## config.mk

```make
export PLATFORM = sky130hd
export DESIGN_NAME = mac_accum_flat
export DESIGN_NICKNAME = d
export VERILOG_FILES = /design/src/rtl/mac_accum_if.sv /design/src/rtl/mac_accum.sv /design/src/flat_wrapper.sv
export SDC_FILE = /design/constraint.sdc
export NUM_CORES = 1
export LEC_CHECK = 0
export ABC_CLOCK_PERIOD_IN_PS = 2400
export BUFFER_PORTS_ARGS = -buffer_cell sky130_fd_sc_hd__buf_2
export CAP_MARGIN = 20
export CORE_MARGIN = 2
export CORE_UTILIZATION = 43
export CTS_CLUSTER_SIZE = 8
export DETAILED_ROUTE_END_ITERATION = 7
export GPL_TIMING_DRIVEN = 0
export PLACE_DENSITY = 0.72
export SYNTH_ARGS = -nofsm -noshare
export SYNTH_HDL_FRONTEND = slang
export SYNTH_SLANG_ARGS = --single-unit
export TNS_END_PERCENT = 10
```

## constraint.sdc

```tcl
create_clock -name clk -period 2.4 [get_ports clk]
set_input_delay 0.24 -clock clk [delete_from_list [all_inputs] [get_ports clk]]
set_output_delay 0.24 -clock clk [all_outputs]
set_load 0.03 [all_outputs]
```

## src/rtl/mac_accum_if.sv

```systemverilog
// Bundle between the multiplier-side controller and the product accumulator:
// job control, the product stream and the result handshake.
interface mac_accum_if #(
  parameter int SIZE  = 8,
  parameter int ACC_W = 24,
  parameter int CNT_W = 8
);
  logic               clr;
  logic               start;
  logic [CNT_W-1:0]   len;
  logic [2*SIZE-1:0]  prod;
  logic               prod_valid;
  logic               busy;
  logic [ACC_W-1:0]   sum;
  logic               sum_valid;
  logic               sum_ready;
  logic               ovf;

  modport master (
    output clr, start, len, prod, prod_valid, sum_ready,
    input  busy, sum, sum_valid, ovf
  );

  modport slave (
    input  clr, start, len, prod, prod_valid, sum_ready,
    output busy, sum, sum_valid, ovf
  );
endinterface

```

## src/rtl/mac_accum.sv

```systemverilog
// Saturating accumulator for a programmed count of multiplier products; the
// finished sum is offered on a valid/ready handshake with a sticky overflow flag.
module mac_accum #(
  parameter int SIZE  = 8,
  parameter int ACC_W = 24,
  parameter int CNT_W = 8
) (
  input  logic       clk,
  input  logic       rst,
  mac_accum_if.slave bus
);
  localparam int PW = 2 * SIZE;
  localparam logic [ACC_W-1:0] SUM_MAX = '1;

  typedef enum logic [1:0] {
    IDLE = 2'd0,
    ACC  = 2'd1,
    DONE = 2'd2
  } state_t;

  state_t           state_reg, state_next;
  logic [ACC_W-1:0] sum_reg, sum_next;
  logic             ovf_reg, ovf_next;
  logic [CNT_W-1:0] cnt_reg, cnt_next;
  logic             busy_reg;
  logic             valid_reg;
  logic [ACC_W:0]   add_full;

  // One extra bit catches the carry that signals saturation.
  assign add_full = {1'b0, sum_reg} + {{(ACC_W + 1 - PW){1'b0}}, bus.prod};

  always_comb begin
    state_next = state_reg;
    sum_next   = sum_reg;
    ovf_next   = ovf_reg;
    cnt_next   = cnt_reg;

    if (bus.clr) begin
      state_next = IDLE;
      sum_next   = '0;
      ovf_next   = 1'b0;
      cnt_next   = '0;
    end else begin
      case (state_reg)
        IDLE: begin
          if (bus.start) begin
            sum_next   = '0;
            ovf_next   = 1'b0;
            cnt_next   = bus.len;
            state_next = (bus.len != '0) ? ACC : DONE;
          end
        end
        ACC: begin
          if (bus.prod_valid) begin
            if (add_full[ACC_W]) begin
              sum_next = SUM_MAX;
              ovf_next = 1'b1;
            end else begin
              sum_next = add_full[ACC_W-1:0];
            end
            cnt_next = cnt_reg - 1'b1;
            if (cnt_reg == {{(CNT_W-1){1'b0}}, 1'b1}) begin
              state_next = DONE;
            end
          end
        end
        DONE: begin
          if (bus.sum_ready) begin
            state_next = IDLE;
          end
        end
        default: begin
          state_next = IDLE;
        end
      endcase
    end
  end

  // busy/sum_valid are registered from the next state so they line up with it.
  always_ff @(posedge clk or negedge rst) begin
    if (!rst) begin
      state_reg <= IDLE;
      sum_reg   <= '0;
      ovf_reg   <= 1'b0;
      cnt_reg   <= '0;
      busy_reg  <= 1'b0;
      valid_reg <= 1'b0;
    end else begin
      state_reg <= state_next;
      sum_reg   <= sum_next;
      ovf_reg   <= ovf_next;
      cnt_reg   <= cnt_next;
      busy_reg  <= (state_next != IDLE);
      valid_reg <= (state_next == DONE);
    end
  end

  assign bus.busy      = busy_reg;
  assign bus.sum       = sum_reg;
  assign bus.sum_valid = valid_reg;
  assign bus.ovf       = ovf_reg;

endmodule

```

## src/flat_wrapper.sv

```systemverilog
// flat-port wrapper written by rule: the top's interface ports become plain ports
module mac_accum_flat 
#(
  parameter int SIZE  = 8,
  parameter int ACC_W = 24,
  parameter int CNT_W = 8
)
  (clk, rst, bus_clr, bus_start, bus_len, bus_prod, bus_prod_valid, bus_sum_ready, bus_busy, bus_sum, bus_sum_valid, bus_ovf);
  mac_accum_if #(.SIZE(SIZE), .ACC_W(ACC_W), .CNT_W(CNT_W)) bus_i ();
  input  logic clk;
  input  logic rst;
  input wire logic [$bits(bus_i.clr)-1:0] bus_clr;
  input wire logic [$bits(bus_i.start)-1:0] bus_start;
  input wire logic [$bits(bus_i.len)-1:0] bus_len;
  input wire logic [$bits(bus_i.prod)-1:0] bus_prod;
  input wire logic [$bits(bus_i.prod_valid)-1:0] bus_prod_valid;
  input wire logic [$bits(bus_i.sum_ready)-1:0] bus_sum_ready;
  output wire logic [$bits(bus_i.busy)-1:0] bus_busy;
  output wire logic [$bits(bus_i.sum)-1:0] bus_sum;
  output wire logic [$bits(bus_i.sum_valid)-1:0] bus_sum_valid;
  output wire logic [$bits(bus_i.ovf)-1:0] bus_ovf;
  assign bus_i.clr = bus_clr;
  assign bus_i.start = bus_start;
  assign bus_i.len = bus_len;
  assign bus_i.prod = bus_prod;
  assign bus_i.prod_valid = bus_prod_valid;
  assign bus_i.sum_ready = bus_sum_ready;
  assign bus_busy = bus_i.busy;
  assign bus_sum = bus_i.sum;
  assign bus_sum_valid = bus_i.sum_valid;
  assign bus_ovf = bus_i.ovf;
  mac_accum #(.SIZE(SIZE), .ACC_W(ACC_W), .CNT_W(CNT_W)) u_core (.clk(clk), .rst(rst), .bus(bus_i));
endmodule
```

======== Word level (Yosys, flattened, before mapping) ========
Cells that the tools add are included.
operators by class
  $add $sub $neg .......................... 2
  mux-type cells .......................... 21
  equal/unequal tests ..................... 7
  reduce and logical (&&, ||, !) cells .... 6
operators by type and width
  operator                                             count
  2-to-1 mux 24 bit                                    4
  case mux 24 bit (2 select lines)                     1
  adder 24 x 16 -> 25 bit                              1
  2-to-1 mux 8 bit                                     3
  case mux 8 bit (2 select lines)                      1
  2-to-1 mux 2 bit                                     6
  equality test 8 x 1 -> 1 bit, second input constant  1
  nonzero test 8 bit                                   1
  subtractor 8 x 1 -> 8 bit, second input constant     1
  != test 3 bit, second input constant                 2
  case mux 2 bit (3 select lines)                      1
  equality test 2 bit, second input constant           2
  2-to-1 mux 1 bit                                     4
  AND reduction 4 bit                                  1
  != test 3 x 2 -> 1 bit, second input constant        1
  AND reduction 3 bit                                  1
  nonzero test 3 bit                                   1
  equality test 2 x 1 -> 1 bit, second input constant  1
  zero test 2 bit                                      1
  case mux 1 bit (2 select lines)                      1
  nonzero test 2 bit                                   1
word-level totals
  word-level logic and storage cells ...... 42
  register bits after elaboration ......... 37
  input bits .............................. 30

======== Longest topological paths before layout ========
  word-level depth ........................ 6
  depth in mapped cells ................... 9
  mapped depth without buffers ............ 8

======== Least setup slack after synthesis ========
OpenSTA, ideal clock, no wires.
  path type ............................... register to register
  from .................................... register u_core.sum_reg[0], in the netlist u_core.bus.sum[0]
  to ...................................... register u_core.sum_reg[12], in the netlist u_core.bus.sum[12]
  stages on the path, launching flop included .. 10
  data required time ...................... 2,271 ps
  library setup time ...................... 129 ps
  arrival time ............................ 2,558 ps
  setup slack ............................. -287 ps
  path through ............................ dfrtp_1 -> ha_1 -> fa_1 -> a21oi_1 -> o21ai_2 -> a211oi_4 -> a2111oi_4 -> o2111ai_4 -> buf_6 -> o211ai_2
on the way
  longest elaborated chain between the ends .. 5
RTL lines
  what                              RTL line         source
  from (decl)                       mac_accum.sv:22  logic [ACC_W-1:0] sum_reg, sum_next;
  from (signal assigned)            mac_accum.sv:90  sum_reg <= sum_next;
  adder 24 x 16 -> 25 bit           mac_accum.sv:30  assign add_full = {1'b0, sum_reg} + {{(ACC_W + 1 - PW){1'b0}}, bus.prod};
  2-to-1 mux 24 bit                 mac_accum.sv:55  if (add_full[ACC_W]) begin
  2-to-1 mux 24 bit                 mac_accum.sv:54  if (bus.prod_valid) begin
  case mux 24 bit (2 select lines)  mac_accum.sv:44  case (state_reg)
  2-to-1 mux 24 bit                 mac_accum.sv:38  if (bus.clr) begin
No other way between the ends. The select of a mux whose other input is x is not followed.
A chain may end at the register's enable or synchronous reset.

======== Worst setup path in the final report ========
  from .................................... register u_core.sum_reg[0], in the netlist u_core.bus.sum[0]
  to ...................................... register u_core.sum_reg[0], in the netlist u_core.bus.sum[0]
The elaborated chain is that of the path after synthesis.

==> impl_results.md <==
- Status: finished, violations left
- Failing checks: design-rule violations, negative setup slack
- Arrival time at the worst endpoint: between 2 and 3 ns
- Layout Nets: roughly 450
- Synthesized area: 2884 um^2
- Dpl hpwl: 5.523 mm
- Number of global-route vias before repair: about 2.6k
- CTS tree: yes
- Max reg flops: 24
- CTS Buffer Depth: 2
- CTS clk-pin slew, worst paths: approximately 0.09 ns
- Layout cells sized above 1: around 29%
- Largest net degree at the start of global routing: 38
- Pre-Repair DR Iteration Count: 8
- Max Clk Rate: around 0.42 GHz
- Initial antenna violation count: 0
- H-Tree Depth: 2
- Most common cell after layout, fill and taps aside: buf_2
- Clk Latency, worst-skew pair: about 0.3 ns
- Class of the worst hold path: in2async
- Delay-heaviest family, CP: compound AO/OA/AOI/OAI gates
- Final Cycle Share: 100.1%
- Final setup viols: 4
- Total clock sinks: 37
- Die Ht: 85.90 um
- Yosys reg bits: 37
- Fillers: approximately 600
- Clock Root Buffer: clkbuf_8
- Critical Setup Path Class: reg2reg
- Slew @ Worst Pin: 0.8510 ns
- Clk_skew: between 0.009 and 0.01 ns
- Post-synthesis cell count: 328
- FP Rows: 29
- Fin cells: between 400 and 500
- Detailed-route DRC error count: 4
- Crit-path slowest cell: dfrtp_2
- Seq/Total Area, Yosys: 32.10%
- Antenna diodes: 0
- Post-DP Area: ~3300 um^2
- EDFF count, synth: 0
- Final Hold Vio Count: 0
- CP endpoint kind: register
- Pre-CTS WS: -0.1753 ns
- I/O pin count: 57
- Die area: around 7400 um^2
- Worst Path Max Fanout: 10
- Crit path time final: approximately 2.4 ns
- Pwr/cell area: 460.0 nW/um^2
- Number of buffers created by CTS: 5
- Max Transition Viols Final: 0
- Port bufs: 55
- Total Wirelength: approximately 7.6 mm
- Post-Place Cells: 460
- Crit-path cells: ha_4, fa_2, a21oi_4, o21ai_4, a211oi_4, a2111oi_4, o2111ai_4, buf_6, buf_12, nand2_2
- Hold_ws: 0.04531 ns
- WP data required: ~2.6 ns
- DR vias/cell: approximately 5.8
- 1st-iter DRT viols: approximately 140
- Leak: between 1.5 and 2 nW
- Crit start category: register
- GP Congestion: 0.9136
- Worst path max stage delay: around 0.43 ns
- FFs w/ async S/R, synth: 100.0%
- Commonest non-fill, non-tap cells in the layout: buf_2 (57), dfrtp_1 (36), a21oi_1 (32), nand2_1 (31), nor2_1 (24)
- MaxCap Viol Count: 0
- Crit Reg-Reg Startpoint: u_core.bus.sum[0]
- Relative slew slack: between 40% and 50%
- Design area: between 3000 and 4000 um^2
- GRT Residual Overflow: 0
- Yosys top cell by area: dfrtp_1
- Ys flop type: dfrtp_1
- Drt wl/cell: roughly 16 um
- Worst setup path start: u_core.bus.sum[0]
- Final ANT Viol Nets: 0
- Distinct cell type count after synthesis: between 50 and 60
- DR vias: between 2k and 3k
- Gr usage total: between 20% and 30%
- First-pass GRT wire length: around 12 mm
- Area share of the largest cell type after synthesis: about a third
- Synthesized Nets: approximately 380
- Core ar.: around 6400 um^2
- Peak VDD IR: 0.2197 mV
- RSZ-0062 raised after global routing: true
- Layout Area Growth over Synthesis: 24.38%
- Synth area leaders: dfrtp_1 (32%), ha_1 (7.8%), a21oi_1 (5.7%)
- Setup WS post-layout: -0.002737 ns
- Die Width: 85.90 um
- Initial Util: about 45%
- Average cell area after synthesis: between 8 and 9 um^2
- YS warnings: 0
- Worst Path Buf+Inv: 2
cells in the mapped netlist, types with 5 or more instances:
library cell,instances
nand3_1,6
nand2_1,31
ha_1,18
a21oi_1,33
o211ai_2,8
dfrtp_1,37
and3_1,6
nor2_1,24
a22oi_1,10
o211ai_1,5
clkbuf_1,9
xor2_1,5
o21ai_0,23
nor3_1,7
xnor2_1,9
inv_1,12
nand2_2,10
nand4_1,5
worst register-to-register path: cells and delay by family, from the launching register on:
family / cells / cell delay (ns)
AO/OA/AOI/OAI: 5 / 0.95
adder cells (fa/ha/maj): 2 / 0.56
flip-flops: 1 / 0.43
buffers and inverters: 2 / 0.30
AND/OR/NAND/NOR: 1 / 0.05
path summary, 6_finish.rpt:
| kind | endpoint | slack (ns) | cells past startpoint |
|---|---|---|---|
| max in group asynchronous | u_core.bus.sum[0] | 1.77 | 1 |
| setup reg to reg | u_core.bus.sum[0] | -0.003 | 10 |
| min in group clk | u_core.bus.sum_valid | 0.15 | 2 |
| hold / removal | u_core.bus.sum[5] | 0.05 | 1 |
| setup / recovery | u_core.bus.sum[0] | -0.003 | 10 |
| hold reg to reg | u_core.state_reg[0] | 0.50 | 1 |
power breakdown:
part	switching (mW)	internal (mW)	leakage, nW
logic	0.259	0.154	1.15
clock network	0.246	0.312	0.0554
registers	0.0269	0.652	0.506
repair_timing:
action	CTS	global route
buffers inserted	7	6
pin swaps	6	10
cloned	1	0
gates resized for setup	6	14
endpoints found under the hold margin	0	0
endpoints found under the setup margin	22	24
hold buffers	0	0
stage by stage:
| step | power [mW] | util, % | setup TNS, ns |
|---|---|---|---|
| after global routing | 1.743 | 55.85 | -1.736 |
| after detailed placement | 1.081 | 51.00 | -2.637 |
| final | 1.650 | 55.85 | -0.006970 |
| after floorplan | 0.9621 | - | 0 |
| after global placement | 1.072 | 51.00 | -2.535 |
| after CTS | 1.650 | 54.43 | -0.3034 |
metal layers:
layer	up-vias	GRT usage (%)	share of wire (%)
met5	-	0	0
met4	0	6.061	0.97
met3	7	2.984	4.9
met2	74	36.86	50
met1	1370	27.02	44
li1	1368	-	-
cell families after synthesis:
| family | count (synthesis) | synth area share (%) |
|---|---|---|
| adders and majority gates | 19 | 8.503 |
| buffers and inverters | 27 | 4.295 |
| DFF | 37 | 32.10 |
| and+or+nand+nor | 112 | 20.09 |
| muxes | 2 | 0.6942 |
| AOI/OAI and AO/OA | 117 | 30.07 |
| xor gates and xnor gates | 14 | 4.252 |
final cells by class:
type                            instances  area [um^2]  share of cell area (%)
Buffer                                 15        97.59                   2.721
Clock buffer                            6        72.57                   2.023
Clock inverter                          2        38.79                   1.081
Inverter                               12        45.04                   1.256
Multi-Input combinational cell        264         1891                   52.70
Sequential cell                        37        927.1                   25.85
Tap cell                               77        96.34                   2.686
Timing Repair Buffer                   69        419.2                   11.68
Note: power is estimated with default switching activity, not from simulation.
